--- config.mk ---
export PLATFORM = sky130hd
export DESIGN_NAME = inst_fetch
export DESIGN_NICKNAME = d
export VERILOG_FILES = /design/src/rtl/rv32_pkg.sv /design/src/rtl/fetch_fifo.sv /design/src/rtl/inst_fetch.sv
export SDC_FILE = /design/constraint.sdc
export NUM_CORES = 1
export LEC_CHECK = 0
export CELL_PAD_IN_SITES_DETAIL_PLACEMENT = 2
export CELL_PAD_IN_SITES_GLOBAL_PLACEMENT = 2
export CORE_AREA = 2 2 143 180
export DETAILED_ROUTE_END_ITERATION = 10
export DIE_AREA = 0 0 145 182
export GPL_ROUTABILITY_DRIVEN = 0
export PLACE_DENSITY_LB_ADDON = 0.1
export SLEW_MARGIN = 5
export SYNTH_ARGS = -nofsm -noshare
export SYNTH_HDL_FRONTEND = slang
export SYNTH_SLANG_ARGS = --single-unit
--- constraint.sdc ---
create_clock -name clk -period 16.16 [get_ports clk]
set_input_delay 3.232 -clock clk [delete_from_list [all_inputs] [get_ports clk]]
set_output_delay 3.232 -clock clk [all_outputs]
set_load 0.02 [all_outputs]
--- src/rtl/rv32_pkg.sv ---
// rv32_pkg: shared RV32 constants and the fetch-buffer entry type used by fetch and decode.
`default_nettype none
package rv32_pkg;
  localparam int XLEN = 32;
  localparam int ILEN = 32;

  localparam logic [XLEN-1:0] RESET_PC_DEFAULT = 32'h0000_0000;
  localparam logic [ILEN-1:0] NOP_WORD         = 32'h0000_0013;

  localparam logic [6:0] OPC_LUI    = 7'b0110111;
  localparam logic [6:0] OPC_AUIPC  = 7'b0010111;
  localparam logic [6:0] OPC_JAL    = 7'b1101111;
  localparam logic [6:0] OPC_JALR   = 7'b1100111;
  localparam logic [6:0] OPC_BRANCH = 7'b1100011;
  localparam logic [6:0] OPC_LOAD   = 7'b0000011;
  localparam logic [6:0] OPC_STORE  = 7'b0100011;
  localparam logic [6:0] OPC_OP_IMM = 7'b0010011;
  localparam logic [6:0] OPC_OP     = 7'b0110011;
  localparam logic [6:0] OPC_SYSTEM = 7'b1110011;

  typedef struct packed {
    logic [XLEN-1:0] pc;
    logic [ILEN-1:0] ir;
  } fetch_entry_t;

  function automatic logic [XLEN-1:0] align_word(input logic [XLEN-1:0] addr);
    return {addr[XLEN-1:2], 2'b00};
  endfunction
endpackage
`default_nettype wire

--- src/rtl/fetch_fifo.sv ---
// fetch_fifo: synchronous FIFO with flush and occupancy count; head reads as zero when empty.
`default_nettype none
module fetch_fifo #(
  parameter int WIDTH = 64,
  parameter int DEPTH = 2
) (
  input  logic                     clk,
  input  logic                     rst,
  input  logic                     push,
  input  logic [WIDTH-1:0]         push_data,
  input  logic                     pop,
  input  logic                     flush,
  output logic [WIDTH-1:0]         pop_data,
  output logic [$clog2(DEPTH):0]   count
);
  localparam int AW = $clog2(DEPTH);

  logic [WIDTH-1:0] mem [DEPTH];
  logic [AW-1:0]    wr_ptr;
  logic [AW-1:0]    rd_ptr;
  logic             do_pop;

  assign do_pop   = pop & (count != '0);
  assign pop_data = (count != '0) ? mem[rd_ptr] : '0;

  always_ff @(posedge clk) begin
    if (push && !flush) mem[wr_ptr] <= push_data;
  end

  // DEPTH is a power of two, so the pointers wrap naturally.
  always_ff @(posedge clk or posedge rst) begin
    if (rst) begin
      wr_ptr <= '0;
      rd_ptr <= '0;
      count  <= '0;
    end else if (flush) begin
      wr_ptr <= '0;
      rd_ptr <= '0;
      count  <= '0;
    end else begin
      if (push)   wr_ptr <= wr_ptr + AW'(1);
      if (do_pop) rd_ptr <= rd_ptr + AW'(1);
      count <= count + (AW+1)'(push) - (AW+1)'(do_pop);
    end
  end

  a_no_overflow: assert property (@(posedge clk) disable iff (rst)
    !(push && !flush && count == (AW+1)'(DEPTH)));
endmodule
`default_nettype wire

--- src/rtl/inst_fetch.sv ---
// inst_fetch: PC owner and instruction-memory requester feeding the decoder with ir/ir_pc.
// Credit-limited issue, in-order responses, redirect with drop of in-flight words, halt drain.
`default_nettype none
module inst_fetch
  import rv32_pkg::*;
#(
  parameter logic [XLEN-1:0] RESET_PC   = RESET_PC_DEFAULT,
  parameter int              FIFO_DEPTH = 2
) (
  input  logic            clk,
  input  logic            rst,
  output logic            imem_req,
  output logic [XLEN-1:0] imem_addr,
  input  logic            imem_gnt,
  input  logic            imem_rvalid,
  input  logic [ILEN-1:0] imem_rdata,
  output logic [ILEN-1:0] ir,
  output logic [XLEN-1:0] ir_pc,
  output logic            ir_valid,
  input  logic            ir_ready,
  input  logic            redirect,
  input  logic [XLEN-1:0] redirect_pc,
  input  logic            halt,
  output logic            halted
);
  localparam int          CW      = $clog2(FIFO_DEPTH) + 1;
  localparam logic [CW:0] CREDITS = (CW+1)'(FIFO_DEPTH);

  logic [XLEN-1:0] pc;
  logic [CW-1:0]   outstanding;
  logic [CW-1:0]   drop_cnt;
  logic            halt_q;

  logic [CW-1:0]   buf_count;
  logic [CW-1:0]   tag_count;
  logic [XLEN-1:0] tag_head;
  fetch_entry_t    wr_entry;
  fetch_entry_t    rd_entry;

  logic issue, resp, drop_now, keep, consume;

  assign issue    = imem_req & imem_gnt;
  // A response with nothing outstanding is a straggler from before reset.
  assign resp     = imem_rvalid & (outstanding != '0);
  assign drop_now = resp & (drop_cnt != '0);
  assign keep     = resp & (drop_cnt == '0) & ~redirect;
  assign consume  = ir_valid & ir_ready;

  assign imem_req  = ~rst & ~halt_q & ~redirect &
                     (((CW+1)'(outstanding) + (CW+1)'(buf_count)) < CREDITS);
  assign imem_addr = pc;

  assign wr_entry = '{pc: tag_head, ir: imem_rdata};
  assign ir       = rd_entry.ir;
  assign ir_pc    = rd_entry.pc;
  assign ir_valid = (buf_count != '0);
  assign halted   = halt_q & (buf_count == '0) & (outstanding == '0);

  // Tag FIFO remembers the address of every kept request; drops never reach it
  // because it is flushed together with the word buffer on redirect.
  fetch_fifo #(.WIDTH(XLEN), .DEPTH(FIFO_DEPTH)) u_tag (
    .clk       (clk),
    .rst       (rst),
    .push      (issue),
    .push_data (pc),
    .pop       (keep),
    .flush     (redirect),
    .pop_data  (tag_head),
    .count     (tag_count)
  );

  fetch_fifo #(.WIDTH($bits(fetch_entry_t)), .DEPTH(FIFO_DEPTH)) u_buf (
    .clk       (clk),
    .rst       (rst),
    .push      (keep),
    .push_data (wr_entry),
    .pop       (consume),
    .flush     (redirect),
    .pop_data  (rd_entry),
    .count     (buf_count)
  );

  always_ff @(posedge clk or posedge rst) begin
    if (rst) begin
      pc          <= RESET_PC;
      outstanding <= '0;
      drop_cnt    <= '0;
      halt_q      <= 1'b0;
    end else if (redirect) begin
      pc          <= align_word(redirect_pc);
      outstanding <= outstanding - CW'(resp);
      drop_cnt    <= outstanding - CW'(resp);
      halt_q      <= 1'b0;
    end else begin
      if (issue)    pc       <= pc + 32'd4;
      if (drop_now) drop_cnt <= drop_cnt - CW'(1);
      if (halt)     halt_q   <= 1'b1;
      outstanding <= outstanding + CW'(issue) - CW'(resp);
    end
  end

  a_tag_present: assert property (@(posedge clk) disable iff (rst)
    !(keep && tag_count == '0));
endmodule
`default_nettype wire

==> results list, run 1 <==
- Counting both buffers and inverters, the worst setup path holds a total of 3.
- In this run the power density over the cells is 150 mW/mm².
* Routed vias: 6146
* Initial core utilization: 38.4%
- Critical path startpoint category: input port
* Library cell occupying the most area in the post-synthesis netlist: edfxtp_1
- Finish-stage setup viols: 0
- Number of nets in the layout: 933
- Counting I/O delays and the setup requirement, the final critical path takes 8.07 ns.
- Unrepaired setup endpoints after global routing: false
- Count of buffers from port buffering: 165
- The path with the worst hold slack has its endpoint at halt_q.
- Pin count of the biggest net entering global routing: 64
* Register area: 0.00667 mm²
- Path type of the worst min-delay path: reg -> reg
- Count of hold buffers inserted by post-cts repair: 0
- Path type of the worst setup path: in -> out
* Worst Hold Depth: 2
* Capturing point of the worst reg2reg path: imem_addr[23]
- Summing the sequential cell areas from Yosys gives 69.9% of the chip area.
- Across every metal layer, demand over resource in global routing totals 18.6%.
* Max Root-Sink Buffers: 3
- TritonCTS clock tree: yes
- Area of combinational cells with multiple inputs: 0.00269 mm²
* Top fanout value on the critical path: 56
- Max incr delay on CP: 0.61 ns
* Die span in x: 145 µm
- Clock transition at the registers of the reported paths: 0.07 ns
* Leading cell types by total area after synthesis: edfxtp_1 (59%), dfrtp_1 (11%), mux2i_1 (10%), nor2_1 (4.7%), nand2_1 (1.4%)
- The total count of hold-check failures in the final report was 0.
- Number of rows created at floorplan: 65
* Skew-Pair Late Insertion Delay: 0.51 ns
- Via count of the first global-routing pass: 7005
- Pre-antenna DRT Iters: 4
- Clk_skew: 0.0115 ns
- In this run the critical register-to-register path is launched from outstanding[0].
- Library cells used by synthesis: 49
- Ranking of synthesized cells by instance count: edfxtp_1 (186), nor2_1 (120), mux2i_1 (95)
- For the pin with the worst max-slew slack, the measured transition is 0.906 ns.
- Cells traversed along the worst timing path: buf_2, buf_4, nor4_2, nor2b_1, clkdlybuf4s50_1
- For this run, the top clock speed supported by timing is 124 MHz.
- Dividing the detail-routed via count by the number of cells gives 5.10.
- Max-slew headroom: 39.4%
- Number of antenna-violating nets in the routed design: 0
* Req. time, crit path: 12.93 ns
* Root Driver: clkbuf_16
- Overall power after layout: 0.00186 W
* Standard cell area after detailed placement: 0.0116 mm²
* Static leakage: 4.25 nW
- The die is 182 µm tall.
- Final worst-path cycle share: 49.9%
- Count of flip-flops with a built-in enable after synthesis: 186
- #FFs+latches synth: 229
- In this run the cell area of the synthesized design comes to 0.00953 mm².
- Layout area overhead: 30.0%
- TritonCTS created 24 clock buffers.
- Number of filler cells placed in the layout: 2375
- Dominant delay contributor by cell family on the critical path: buffers and inverters
- Count of warnings emitted by yosys: 0
- In the synthesized netlist, the number of instances is 682.
* Area of the core: 0.0248 mm²
* Worst-case vdd ir drop: 72.2 µV
* CTS Sinks: 229
- Status: complete, no violations
- In this run, the number of DRC markers left after iteration 0 of detailed routing was 183.
- Hold_sp: halt_q
- STA classifies the critical path endpoint as an output port.
* Global route total overflow: 0
- Synthesized area per cell: 14.0 µm²
- The floorplan step defined a die boundary enclosing 0.0264 mm².
- The first global-routing pass estimated 39100 µm of wire.
* Fraction of post-synthesis cell area in the top cell type by area: 58.6%
- For this design the top-level I/O count stands at 170.
- The initial antenna violation count came to 0.
- Proportion of synthesized flip-flops having asynchronous set or reset: 18.8%
* Final routed wire length divided by cell count: 20.3 µm
* Antenna fix cells: 0
- The slowest stage of the critical path belongs to the cell clkdlybuf4s50_1.
- Post-Route WL: 24500 µm
- Once detailed placement completed, the half-perimeter wirelength came to 16600 µm.
- Leading register cell type out of synthesis: edfxtp_1
* Number of resized instances in the post-cts repair step: 0
- Max-cap violations in this run came to 0.
- Register-to-Register Path Depth: 10
- Postcts setup bufs: 0
- The finished cells cover 0.0124 mm².
- Drt drc: 0
- CTS built an H-tree with a depth of 1.
* Final-layout setup total negative slack: 0 ns
- Max-slew violations: 0
- Critical path arrival: 4.84 ns
- Tightest hold margin: 0.556 ns
* Most common cell in the netlist: edfxtp_1
* FF-to-FF setup slack: 12.88 ns
- Ratio of cells with drive above 1 in the final layout: 7.59%
==> worst reg2reg max path: cells and delay by family (launching register included) <==
family	cells	cell delay (ns)
adder cells (fa/ha/maj)	1	0.45
AND/OR/NAND/NOR	6	1.52
flip-flops	1	0.41
buffers and inverters	3	0.84
==> metrics by stage <==
step,util [%],worst slack (ns),instances
3_3_place_gp,46.6,8.10,1161
4_1_cts,49.9,8.04,1205
3_5_place_dp,46.6,8.04,1161
2_1_floorplan,-,7.63,685
6_report,49.9,8.09,1205
5_1_grt,49.9,7.96,1205
==> placed cells by master, fill, tap and decap left out, drive strengths merged, types with 8 or more instances in the layout <==
| cell type | count |
|---|---|
| inv | 14 |
| edfxtp | 186 |
| ha | 9 |
| nand2 | 36 |
| dfrtp | 43 |
| o21ai | 24 |
| nand3 | 15 |
| xnor2 | 8 |
| nand4 | 11 |
| clkbuf | 30 |
| nor2 | 120 |
| clkinv | 10 |
| mux2i | 95 |
| clkdlybuf4s50 | 164 |
| xor2 | 8 |
| o311ai | 8 |
| buf | 12 |
==> layer usage <==
metal / routed length [µm] / GRT usage [%]
met1: 10300 / 22.5
met2: 12700 / 34.7
met3: 902 / 2.74
met4: 541 / 5.11
met5: 0 / 0
==> flip-flops by register name, indices dropped and copies added (netlist names) <==
register and flops:
drop_cnt 2, halt_q 1, imem_addr 30, outstanding 2, u_buf.count 2, u_buf.mem 126
u_buf.rd_ptr 1, u_buf.wr_ptr 1, u_tag.count 2, u_tag.mem 60, u_tag.rd_ptr 1, u_tag.wr_ptr 1
==> where the power goes <==
group | switching (W) | internal (W)
sequential | 0.0000555 | 0.000691
combinational | 0.000301 | 0.000238
clock | 0.000223 | 0.000351
==> worst max-delay path by stage <==
| stage | cells after the start | to | from | slack, ns |
|---|---|---|---|---|
| final | 5 | imem_req | redirect | 8.09 |
| after global routing | 5 | imem_req | redirect | 7.96 |
| after CTS | 5 | imem_req | redirect | 8.04 |
| after detailed placement | 5 | imem_req | redirect | 8.04 |
| after global placement | 5 | imem_req | redirect | 8.10 |
| after floorplan | 3 | u_buf.mem[0][0] | redirect | 7.63 |
==> cell families after synthesis <==
family,count (synthesis),share of synthesized area (%)
AND/OR/NAND/NOR,219,10.5
buffers and inverters,50,2.21
AO/OA/AOI/OAI,62,4.48
adder cells (fa/ha/maj),10,1.39
XOR/XNOR,16,1.47
multiplexers,95,9.98
other,1,0.0393
flip-flops,229,69.9
==> layout make-up <==
class | count | share of cell area (%)
Clock buffer | 30 | 5.28
Multi-Input combinational cell | 406 | 21.7
Sequential cell | 229 | 53.8
Inverter | 15 | 0.455
Tap cell | 335 | 3.38
Clock inverter | 14 | 1.41
Timing Repair Buffer | 176 | 14.0
(Power assumes the default switching activity.)
==> inputs of run 2 (changes only) <==
Settings changed: CORE_AREA 2 2 143 180 to 2 2 149 187, DIE_AREA 0 0 145 182 to 0 0 151 189.
Clock period 16.16 ns to 7.79 ns, I/O delays scaled along.
==> run 2 against run 1 <==
Compared with the run above:
- setup slack lost 5.1 ns
- count of clock-buffer cells in the layout increased by 3
- die area grew 8.1%
- hold slack got worse by 0.017 ns
- via count fell by 0.37%
- cell area decreased by 0.11%
- core utilization is 3.5 points lower
- clock skew increased by 0.00067 ns
- sequential power grew 100%
- global-route usage down 1.2 points
- register-to-register slack worse by 8.4 ns
- routed wire length rose by 0.37%
- highest routed layer unchanged
==> results list, run 2 (synthesis gave the netlist of run 1 again) <==
- The total count of hold-check failures in the final report came to 0 (unchanged).
- The number of global-route vias before repair came to 6941 (was 7005).
* Status: complete, no violations (unchanged)
- The number of input and output port buffers inserted came to 165 (unchanged).
* Number of antenna-violating nets in the routed design: 0 (unchanged)
* Post-Route WL: 24600 µm (was 24500 µm)
- The number of max-slew violations in the final report is 0 (unchanged).
- The worst path buffer plus inverter count came to 3 (unchanged).
* Worst setup EP type: output port (unchanged)
- The x dimension of the die is 151 µm (was 145 µm).
- The cell family contributing the most delay on the critical path is buffers and inverters (unchanged).
* Number of resized instances in the post-cts repair step: 0 (unchanged)
- CTS H-Tree Depth: 1 (unchanged)
- The die height came to 189 µm (was 182 µm).
- The leakage power total is 4.22 nW (was 4.25 nW).
- The routed design could run at a clock period as short as 4.77 ns.
- Overall power after layout: 0.00382 W (was 0.00186 W)
- The area added between synthesis and finish is 29.8% (was 30.0%).
- The number of flip-flops in the largest register was 126 (unchanged).
* Cell with the largest stage delay on the worst path: clkdlybuf4s50_1 (unchanged)
* Fmax achieved: 210 MHz
* Number of filler cells placed in the layout: 2584 (was 2375)
* Max-slew headroom: 27.4% (was 39.4%)
* Max_cap viols: 0 (unchanged)
- The CTS tree was yes (unchanged).
- Pin count of the biggest net entering global routing: 65 (was 64)
- Placement-stage worst setup slack: 3.03 ns (was 8.04 ns)
- Max incr delay on CP: 0.63 ns (was 0.61 ns)
- Unrepaired setup endpoints after global routing: false (unchanged)
- Floorplan die area: 0.0285 mm² (was 0.0264 mm²)
- The overall overflow remaining after global route was 0 (unchanged).
* Cells traversed along the worst timing path: buf_2, buf_4, nor4_2, nor2b_1, clkdlybuf4s50_1 (unchanged)
- Req. time, crit path: 6.23 ns (was 12.93 ns)
* Starting DRT DRC Count: 213 (was 183)
- Register ranked first by flip-flop count: u_buf.mem (unchanged)
- After layout, the worst path uses 61.2% of the clock period.
- The number of hold-repair buffers added at the cts stage was 0 (unchanged).
* Antenna fix cells: 0 (unchanged)
- The per-cell routed wire length was 20.2 µm (was 20.3 µm).
* Number of nets in the layout: 933 (unchanged)
- Clk_skew: 0.0122 ns (was 0.0115 ns)
- Routed vias: 6123 (was 6146)
- Slew @ Worst Pin: 1.09 ns (was 0.906 ns)
- Skew-Pair Late Insertion Delay: 0.51 ns (about the same)
* First-pass GRT wire length: 39000 µm (was 39100 µm)
- Most frequent standard cell in the layout excluding fill and tap cells: edfxtp_1 (unchanged)
- Clock transition at the registers of the reported paths: 0.06 ns (was 0.07 ns)
- The final HPWL from detailed placement came to 15800 µm (was 16600 µm).
- Total power density per cell area: 309 mW/mm² (was 150 mW/mm²)
- The share of post-route cells with drive strength above 1 came to 7.36% (was 7.59%).
- The startpoint class of the critical path was an input port (unchanged).
- Number of rows created at floorplan: 67 (was 65)
- Top fanout value on the critical path: 56 (unchanged)
* Path type of the worst min-delay path: reg -> reg (unchanged)
- The maximum count of clock buffers along a single path was 3 (unchanged).
- Worst-case vdd ir drop: 146 µV (was 72.2 µV)
* CTS Sinks: 229 (unchanged)
- The total global routing track utilization came to 17.4% (was 18.6%).
- The path type of the worst setup path is in -> out (unchanged).
- The accumulated negative setup slack is 0 ns (unchanged).
* Mean number of vias per cell: 5.04 (was 5.10)
* Area of the core: 0.0267 mm² (was 0.0248 mm²)
- The total iterations of the first detailed-routing run was 4 (unchanged).
- Number of I/O pins: 170 (unchanged)
* Drt drc: 0 (unchanged)
- The final worst slack is 3.02 ns (was 8.09 ns).
* Initial core utilization: 35.8% (was 38.4%)
* Critical path arrival: 3.21 ns (was 4.84 ns)
- Commonest non-fill, non-tap cells in the layout: edfxtp_1 (186), clkdlybuf4s50_1 (164), nor2_1 (117) (unchanged)
- Inserted Clock Buffers: 24 (unchanged)
* Postcts setup bufs: 0 (unchanged)
- Number of antenna violations at the first check in global routing: 0 (unchanged)
* Finish-stage setup viols: 0 (unchanged)
- The clock tree root driver cell is clkbuf_16 (unchanged).
[run 2: changes by cell type in the layout (fill, tap and decap cells not counted), sizes merged]
cell      previous run  this run
clkinv              10         7
clkinvlp             1         2
inv                 14        15
bufinv               4         2
clkbuf              30        33
[run 2: metal layers]
layer  wire (µm)  up-vias  track usage, %
li1            -     2858               -
met1       10500     3078            22.0
met2       12500      157            30.9
met3        1190       30            2.84
met4         435        0            4.60
met5           0        -               0
[run 2: per-stage QoR]
step	util, %	std cells	instance area, µm²	hold slack, ns
2_1_floorplan	-	685	9540	0.497
6_report	46.4	1215	12400	0.539
4_1_cts	46.4	1215	12400	0.544
3_5_place_dp	43.4	1171	11600	0.529
3_3_place_gp	43.4	1171	11600	0.522
5_1_grt	46.4	1215	12400	0.594
[run 2: area by class of cell]
| cell class | instances | area, µm² | area share [%] |
|---|---|---|---|
| Sequential cell | 229 | 6670 | 53.9 |
| Multi-Input combinational cell | 406 | 2690 | 21.7 |
| Timing Repair Buffer | 176 | 1730 | 14.0 |
| Clock buffer | 33 | 687 | 5.55 |
| Tap cell | 345 | 432 | 3.49 |
| Clock inverter | 11 | 116 | 0.940 |
| Inverter | 15 | 56.3 | 0.455 |
[run 2: worst register-to-register path: cells and delay by family (launching register included)]
kind            cells  cell delay (ns)
simple gates        4             1.09
buf+inv             3             0.79
fa+ha+maj           1             0.49
flops               1             0.42
compound gates      2             0.41
[run 2: worst paths after layout]
check / from / endpoint / slack (ns) / depth (start not counted)
max in group asynchronous: rst / u_buf.rd_ptr / 5.77 / 3
worst max-delay path: redirect / imem_req / 3.02 / 5
worst max register to register: outstanding[0] / imem_addr[21] / 4.49 / 10
worst min register to register: halt_q / halt_q / 0.54 / 2
min in group asynchronous: rst / imem_addr[7] / 1.57 / 3
worst min-delay path: halt_q / halt_q / 0.54 / 2
[run 2: report_power, final]
group	internal [W]	switching (W)	leakage [nW]	total (W)
clock network	0.000686	0.000470	0.389	0.00116
logic	0.000497	0.000645	1.61	0.00114
registers	0.00143	0.0000906	2.23	0.00153
